--- src/rtl/serial_add_sub.sv ---
// Bit-serial adder/subtractor: one full-adder step per clock, LSB first.
// Subtraction is a + ~b + 1, so the carry register is seeded with the mode bit.
module serial_add_sub #(
  parameter int WIDTH = 8
) (
  input  logic             clk,
  input  logic             rst,
  input  logic             start,
  input  logic             sub,
  input  logic [WIDTH-1:0] a,
  input  logic [WIDTH-1:0] b,
  output logic             busy,
  output logic             done,
  output logic [WIDTH-1:0] sum,
  output logic             cout,
  output logic             ovf,
  output logic [1:0]       state_dbg_o
);

  localparam int CW = $clog2(WIDTH);
  localparam logic [CW-1:0] LAST_BIT = CW'(WIDTH - 1);

  typedef enum logic [1:0] {
    IDLE = 2'd0,
    RUN  = 2'd1,
    DONE = 2'd2
  } state_t;

  state_t           state_q, state_d;
  logic [WIDTH-1:0] x_q, x_d;
  logic [WIDTH-1:0] y_q, y_d;
  logic [WIDTH-1:0] res_q, res_d;
  logic             c_q, c_d;
  logic [CW-1:0]    cnt_q, cnt_d;
  logic [WIDTH-1:0] sum_q, sum_d;
  logic             cout_q, cout_d;
  logic             ovf_q, ovf_d;

  logic             bit_s;
  logic             carry_nxt;
  logic             accept;
  logic [WIDTH-1:0] res_shift;

  always_comb begin
    state_d   = state_q;
    x_d       = x_q;
    y_d       = y_q;
    res_d     = res_q;
    c_d       = c_q;
    cnt_d     = cnt_q;
    sum_d     = sum_q;
    cout_d    = cout_q;
    ovf_d     = ovf_q;

    bit_s     = x_q[0] ^ y_q[0] ^ c_q;
    carry_nxt = (x_q[0] & y_q[0]) | (c_q & (x_q[0] ^ y_q[0]));
    res_shift = {bit_s, res_q[WIDTH-1:1]};
    // start is only honoured outside RUN; DONE may chain straight into RUN.
    accept    = start && (state_q != RUN);

    case (state_q)
      IDLE: begin
        state_d = IDLE;
      end
      RUN: begin
        x_d   = x_q >> 1;
        y_d   = y_q >> 1;
        res_d = res_shift;
        c_d   = carry_nxt;
        cnt_d = cnt_q + 1'b1;
        if (cnt_q == LAST_BIT) begin
          state_d = DONE;
          sum_d   = res_shift;
          cout_d  = carry_nxt;
          // c_q here is the carry into the MSB position.
          ovf_d   = c_q ^ carry_nxt;
        end
      end
      DONE: begin
        state_d = IDLE;
      end
      default: begin
        state_d = IDLE;
      end
    endcase

    if (accept) begin
      state_d = RUN;
      x_d     = a;
      y_d     = sub ? ~b : b;
      res_d   = '0;
      c_d     = sub;
      cnt_d   = '0;
    end
  end

  always_ff @(posedge clk or posedge rst) begin
    if (rst) begin
      state_q <= IDLE;
      x_q     <= '0;
      y_q     <= '0;
      res_q   <= '0;
      c_q     <= 1'b0;
      cnt_q   <= '0;
      sum_q   <= '0;
      cout_q  <= 1'b0;
      ovf_q   <= 1'b0;
    end else begin
      state_q <= state_d;
      x_q     <= x_d;
      y_q     <= y_d;
      res_q   <= res_d;
      c_q     <= c_d;
      cnt_q   <= cnt_d;
      sum_q   <= sum_d;
      cout_q  <= cout_d;
      ovf_q   <= ovf_d;
    end
  end

  assign busy        = (state_q == RUN);
  assign done        = (state_q == DONE);
  assign sum         = sum_q;
  assign cout        = cout_q;
  assign ovf         = ovf_q;
  assign state_dbg_o = state_q;

endmodule

--- config.mk ---
export PLATFORM = sky130hd
export DESIGN_NAME = serial_add_sub
export DESIGN_NICKNAME = d
export VERILOG_FILES = /design/src/rtl/serial_add_sub.sv
export SDC_FILE = /design/constraint.sdc
export NUM_CORES = 1
export LEC_CHECK = 0
export ABC_CLOCK_PERIOD_IN_PS = 4400
export BUFFER_PORTS_ARGS = -buffer_cell sky130_fd_sc_hd__buf_4
export CAP_MARGIN = 25
export CORE_MARGIN = 1.5
export CORE_UTILIZATION = 57
export DETAILED_ROUTE_END_ITERATION = 10
export GPL_TIMING_DRIVEN = 0
export PLACE_DENSITY = 0.92
export SETUP_SLACK_MARGIN = 0.1
export SLEW_MARGIN = 20
export SYNTH_ARGS = -nofsm -noshare
export SYNTH_HDL_FRONTEND = slang
export SYNTH_SLANG_ARGS = --single-unit
--- constraint.sdc ---
create_clock -name clk -period 4.4 [get_ports clk]
set_input_delay 0.22 -clock clk [delete_from_list [all_inputs] [get_ports clk]]
set_output_delay 0.22 -clock clk [all_outputs]
set_load 0.01 [all_outputs]
==> results of run 1 <==
==> stage by stage <==
stage	setup slack (ns)	util, %	total power, W	hold WS, ns
after floorplan	2.98	-	0.00103	0.376
after global placement	2.84	69.8	0.00120	0.463
after detailed placement	2.88	69.8	0.00123	0.429
after CTS	2.77	72.6	0.00149	0.0281
after global routing	2.69	72.6	0.00158	0.0364
final	2.80	72.6	0.00147	0.00917
==> synth_stat cells, drive strengths merged <==
master,instances
and2b,1
nor2,4
mux2i,16
fa,1
xnor2,2
buf,8
nand2,25
a211oi,1
inv,2
ha,2
dfrtp,39
nor2b,1
mux2,10
o21ai,25
nand3b,1
nand2b,9
clkbuf,3
xor2,7
==> registers in the layout (all words and copies together), names as in the netlist <==
signal       count
x_q              8
ovf              1
res_q            7
state_dbg_o      2
c_q              1
sum              8
y_q              8
cout             1
cnt_q            3
==> layout make-up <==
| type | instances | area [um2] | share of cell area (%) |
|---|---|---|---|
| multi-input cells | 105 | 777 | 34.8 |
| plain buffers | 11 | 98.8 | 4.43 |
| inverters | 2 | 7.51 | 0.336 |
| clock inverters | 2 | 35.0 | 1.57 |
| well taps | 44 | 55.1 | 2.46 |
| repair buffers | 31 | 233 | 10.4 |
| clock buffers | 6 | 51.3 | 2.30 |
| flip-flops and latches | 39 | 976 | 43.7 |
==> metal layers <==
metal  track usage, %  wire, um  vias up
met4             9.21        44        0
met5                0         0        -
met2             37.7      1740       35
met3             7.79       162        7
met1             25.8      1440      607
li1                 -         -      599
==> logic make-up (layout without fill, tap and decap cells) <==
kind of cell    count (synthesis)  in the layout  synth area share, %
simple gates                   41             41                 11.2
xor+xnor                        9              9                 4.24
flops                          39             39                 52.5
mux                            26             26                 16.3
buf+inv                        13             52                 5.72
compound gates                 26             26                 7.60
fa+ha+maj                       3              3                 2.42
==> power by group <==
group	internal, W	leakage [nW]	total (W)	switching [W]
combinational	0.000312	0.592	0.000598	0.000285
sequential	0.000514	0.505	0.000619	0.000104
clock	0.000134	0.0482	0.000251	0.000117
total	0.000961	1.14	0.00147	0.000507
==> how the worst min path moves through the flow <==
stage | from | endpoint | slack [ns] | cells past startpoint
2_1_floorplan | a[7] | x_q[7] | 0.38 | 2
3_3_place_gp | y_q[4] | y_q[3] | 0.46 | 2
3_5_place_dp | rst | sum[4] | 0.43 | 2
4_1_cts | rst | sum[2] | 0.03 | 2
5_1_grt | rst | sum[2] | 0.04 | 2
6_report | rst | sum[4] | 0.009 | 2
==> cells in the final DEF, fill, tap and decap left out <==
cell type,n
sky130_fd_sc_hd__clkbuf_2,2
sky130_fd_sc_hd__o21ai_0,24
sky130_fd_sc_hd__clkinv_2,1
sky130_fd_sc_hd__nor2_1,3
sky130_fd_sc_hd__xor2_1,7
sky130_fd_sc_hd__nor2b_4,1
sky130_fd_sc_hd__dfrtp_1,39
sky130_fd_sc_hd__nand3b_4,1
sky130_fd_sc_hd__fa_1,1
sky130_fd_sc_hd__inv_1,1
sky130_fd_sc_hd__nor2_2,1
sky130_fd_sc_hd__and2b_1,1
sky130_fd_sc_hd__buf_4,35
sky130_fd_sc_hd__a211oi_2,1
sky130_fd_sc_hd__clkbuf_8,2
sky130_fd_sc_hd__mux2i_1,16
sky130_fd_sc_hd__mux2_2,2
sky130_fd_sc_hd__o21ai_2,1
sky130_fd_sc_hd__mux2_4,8
sky130_fd_sc_hd__xnor2_1,2
sky130_fd_sc_hd__bufinv_16,1
sky130_fd_sc_hd__nand2_1,25
sky130_fd_sc_hd__inv_2,1
sky130_fd_sc_hd__buf_6,4
sky130_fd_sc_hd__clkbuf_4,5
sky130_fd_sc_hd__nand2b_1,9
sky130_fd_sc_hd__ha_1,2
==> out/metrics.csv, run 1 <==
metric,value,unit
drc_errors,0,
ir_worst_vdd,0.352,mV
effective_utilization_at_floorplan,60.4,%
dieWidth,60.1,um
timing.critical_path.from,state_dbg_o[0],
dieHeight,60.1,um
tritoncts_clock_tree,yes,
drt-pass1-iter-count,4,
power_density,657,nW/um2
transition_time_at_the_pin_with_the_least_slew_margin,0.786,ns
synthCells,157,
hold_viol,0,
min_period,1.60,ns
worst-endpoint-arrival,1.38,ns
ys_seq_area_share,52.5,%
path_clk_slew,0.11,ns
final_antenna_net_count,0,
rr_worst_depth,5,
dpl.cell_count,232,
port_buffers,31,
routed_via_density,5.20,
critical_path_cell_count,4,
synthToLayoutAreaGrowth,20.1,%
slowest_delay,0.44,ns
worstSetupEndpoint,busy,
cts.repair_timing.setup_buffer_count,0,
fill_cells,247,
worstReg2RegStart,cnt_q[0],
rr_endpoint,sum[4],
critPathCaptureType,primary output,
die_area,3610,um2
groute.usage.overall,22.4,%
synth_area_leader_cell,sky130_fd_sc_hd__dfrtp_1,
worst_ep_required_time,4.18,ns
cp_top_family,flip-flops,
detailed_place.area,2150,um2
synth-seq-cells,39,
cts-htree-levels,2,
postCtsResizedCells,0,
tns,0,ns
timing.critical_path.fanout_max,10,
cts-root-to-sink-buffers,2,
num_io_pins,34,
grt_pass1_vias,1284,
grt_antenna_before_repair,0,
grt_setup_unrepaired,no,
clk_latency,0.35,ns
core_region_area,3080,um2
finished_layout_cell_area,2230,um2
worst_path_max_delay_cell,sky130_fd_sc_hd__dfrtp_1,
slew_viol_final,0,
num_rows,20,
total_leakage_power,1.14,nW
crit_chain,"nor2b_4, buf_6, clkbuf_8, buf_4",
max_clock_freq,624,MHz
antennaDiodeCount,0,
worst-path-buf-inv,3,
drt-initial-drc-count,27,
hold_buf_cts,0,
maxCapViolCount,0,
timing.final.crit_share,36.4,%
synth.cell_area,1860,um2
cts-buffers-inserted,5,
grt_remaining_overflow,0,
post-synth-top-area-fraction,52.5,%
worst_slew_margin_rel,47.5,%
finalNonFillerCells,240,
worst_hold_path_type,in -> async,
drive_above_1_share,33.7,%
grt_pass1_wl,5780,um
slack_of_the_worst_reg_to_reg_path,2.88,ns
grt_start_max_net_pins,40,
worstSetupPathType,reg -> out,
post-dp-hpwl,2490,um
detailroute.via_count,1248,
routed_wirelength,3380,um
setup_viol_count_final,0,
synthesized_nets,180,
clockRootBuffer,sky130_fd_sc_hd__clkbuf_4,
timing.clock.skew,0.00742,ns
synth_area_leaders,"sky130_fd_sc_hd__dfrtp_1 52%, sky130_fd_sc_hd__mux2i_1 8.6%, sky130_fd_sc_hd__o21ai_0 6.5%",
clock_sinks,39,
count_of_cell_types_in_the_netlist,23,
gpl.final_weighted_congestion,0.704,
wl_per_cell,14.1,um
ys_warn_count,0,
status,"complete, no violations",
synthesis.area_per_instance,11.8,um2
start_kind,flop,
design.final.nets,218,
Power figures use the tool's default switching activity.
==> inputs of run 2 (changes only) <==
--- a/config.mk
+++ b/config.mk
@@ -5,14 +5,14 @@
 export SDC_FILE = /design/constraint.sdc
 export NUM_CORES = 1
 export LEC_CHECK = 0
-export ABC_CLOCK_PERIOD_IN_PS = 4400
+export ABC_CLOCK_PERIOD_IN_PS = 1600
 export BUFFER_PORTS_ARGS = -buffer_cell sky130_fd_sc_hd__buf_4
 export CAP_MARGIN = 25
 export CORE_MARGIN = 1.5
-export CORE_UTILIZATION = 57
+export CORE_UTILIZATION = 54
 export DETAILED_ROUTE_END_ITERATION = 10
 export GPL_TIMING_DRIVEN = 0
-export PLACE_DENSITY = 0.92
+export PLACE_DENSITY = 0.89
 export SETUP_SLACK_MARGIN = 0.1
 export SLEW_MARGIN = 20
 export SYNTH_ARGS = -nofsm -noshare
==> constraint.sdc (replaced) <==
create_clock -name clk -period 1.6 [get_ports clk]
set_input_delay 0.08 -clock clk [delete_from_list [all_inputs] [get_ports clk]]
set_output_delay 0.08 -clock clk [all_outputs]
set_load 0.01 [all_outputs]
==> run 2 against run 1 <==
Sequential cell count unchanged. Sequential share of layout area decreased by 1.2 points. Clock skew increased by 0.0018 ns. Combinational power increased to 2.9 times the previous value. Highest routed layer unchanged. Critical endpoint unchanged. Die area increased by 5.3%. Non-clock buffer count increased by 6. Largest power group is now combinational cells. Sequential power increased to 2.7 times the previous value. First-iteration DRC count increased by 150%. Via count increased by 0.64%. Clock-buffer cell count unchanged. Global-route usage decreased by 3.1 points. Setup slack got worse by 2.6 ns.
==> out/metrics.csv, run 2 (same netlist as run 1, synthesis figures left out) <==
metric,value,unit
timing.critical_path.from,state_dbg_o[1],
grt_setup_unrepaired,yes,
wl_per_cell,13.5,um
total_leakage_power,1.17,nW
cts-root-to-sink-buffers,2,
pwr-share-comb,42.1,%
final_antenna_net_count,0,
grt_start_max_net_pins,40,
cts-htree-levels,2,
grt_pass1_wl,5260,um
timing.clock.skew,0.00920,ns
worst-path-buf-inv,3,
rr_worst_depth,5,
cp_top_family,flip-flops,
worstReg2RegStart,cnt_q[0],
effective_utilization_at_floorplan,56.2,%
post-dp-hpwl,2410,um
power.switching,0.00140,W
drc_errors,0,
hold-worst-slack,0.0348,ns
detailroute.via_count,1256,
fill_cells,255,
transition_time_at_the_pin_with_the_least_slew_margin,0.803,ns
grt_antenna_before_repair,0,
final_cell_mix,"39 x sky130_fd_sc_hd__buf_4, 39 x sky130_fd_sc_hd__dfrtp_1, 25 x sky130_fd_sc_hd__nand2_1",
critPathCaptureType,primary output,
share_clk_of_total_power,16.8,%
seqPwrFrac,41.1,%
grt_remaining_overflow,0,
worst_ep_required_time,1.52,ns
min_period,1.43,ns
drive_above_1_share,35.1,%
slack_of_the_worst_reg_to_reg_path,0.18,ns
synthToLayoutAreaGrowth,23.6,%
status,"complete, no violations",
power_density,1790,nW/um2
holdPathStages,3,
worst-endpoint-arrival,1.35,ns
maxCapViolCount,0,
cell_internal_pwr,0.00270,W
clockRootBuffer,sky130_fd_sc_hd__clkbuf_4,
max_clock_freq,700,MHz
tns,0,ns
slew_viol_final,0,
start_kind,flop,
dpl.cell_count,234,
groute.usage.overall,19.3,%
clk_latency,0.34,ns
num_rows,21,
path_clk_slew,0.12,ns
netSwitchingFraction,34.2,%
final_critical_path_setup_slack,0.172,ns
pre_cts_slack,0.0895,ns
drt-initial-drc-count,67,
num_io_pins,34,
dieHeight,61.7,um
hold_viol,0,
layout.core_utilization,69.4,%
dieWidth,61.7,um
timing.final.crit_share,89.3,%
routed_via_density,5.06,
port_buffers,31,
tritoncts_clock_tree,yes,
die_area,3800,um2
worst_slew_margin_rel,46.4,%
crit_chain,"nor2b_4, buf_6, clkbuf_8, buf_4",
finalNonFillerCells,248,
worst_path_max_delay_cell,sky130_fd_sc_hd__dfrtp_1,
gpl.final_weighted_congestion,0.748,
core_region_area,3310,um2
holdCritStartpoint,a[4],
timing.critical_path.fanout_max,10,
grt_pass1_vias,1229,
ir_worst_vdd,0.938,mV
routed_wirelength,3360,um
setup_viol_count_final,0,
clock_sinks,39,
drt-pass1-iter-count,4,
worstSetupPathType,reg -> out,
cts-buffers-inserted,5,
critical_path_cell_count,4,
antennaDiodeCount,0,
worst_hold_path_type,in -> reg,
slowest_delay,0.45,ns
design.final.nets,224,
==> run 2: power groups by stage <==
stage	clock network (W)	registers, W	logic [W]
after floorplan	0	0.00171	0.00111
after global placement	0	0.00169	0.00160
after detailed placement	0	0.00172	0.00167
after CTS	0.000702	0.00169	0.00170
after global routing	0.000743	0.00174	0.00194
final	0.000689	0.00169	0.00173
==> run 2: through the flow <==
step / instance area [um2] / total power [W]
3_5_place_dp: 2150 / 0.00339
5_1_grt: 2300 / 0.00442
2_1_floorplan: 1860 / 0.00282
4_1_cts: 2270 / 0.00410
6_report: 2300 / 0.00410
3_3_place_gp: 2150 / 0.00329
==> run 2: final cells by class <==
class                   count  area, um2  area share, %
well taps                  46       57.6           2.51
clock buffers               6       51.3           2.23
inverters                   2       7.51          0.327
clock inverters             2       35.0           1.53
plain buffers              11        108           4.68
flip-flops and latches     39        976           42.5
repair buffers             37        283           12.3
multi-input cells         105        779           33.9
==> run 2: worst paths after layout <==
| kind | endpoint |
|---|---|
| worst min-delay path | x_q[4] |
| min in group asynchronous | sum[5] |
| worst max-delay path | busy |
| max in group asynchronous | cnt_q[0] |
| worst max register to register | sum[0] |
| worst min register to register | y_q[4] |
==> run 2: timing repair <==
| action | CTS | global route |
|---|---|---|
| hold endpoints to repair | 40 | 0 |
| hold buffers | 2 | 0 |
| setup endpoints to repair | 7 | 8 |
| resized for setup | 1 | 2 |
| cloned | 0 | 0 |
| buffers inserted | 1 | 3 |
==> run 2: layer usage <==
metal	up-vias	GRT usage (%)	part of all wire, %
met4	0	7.90	1.1
met1	611	22.4	42
met5	-	0	0
met3	5	4.41	4.0
met2	32	34.3	52
li1	608	-	-
==> run 2: worst min-delay path: stages <==
cell and delay, ns:
sky130_fd_sc_hd__buf_4 0.08, sky130_fd_sc_hd__mux2i_1 0.05, sky130_fd_sc_hd__o21ai_0 0.14
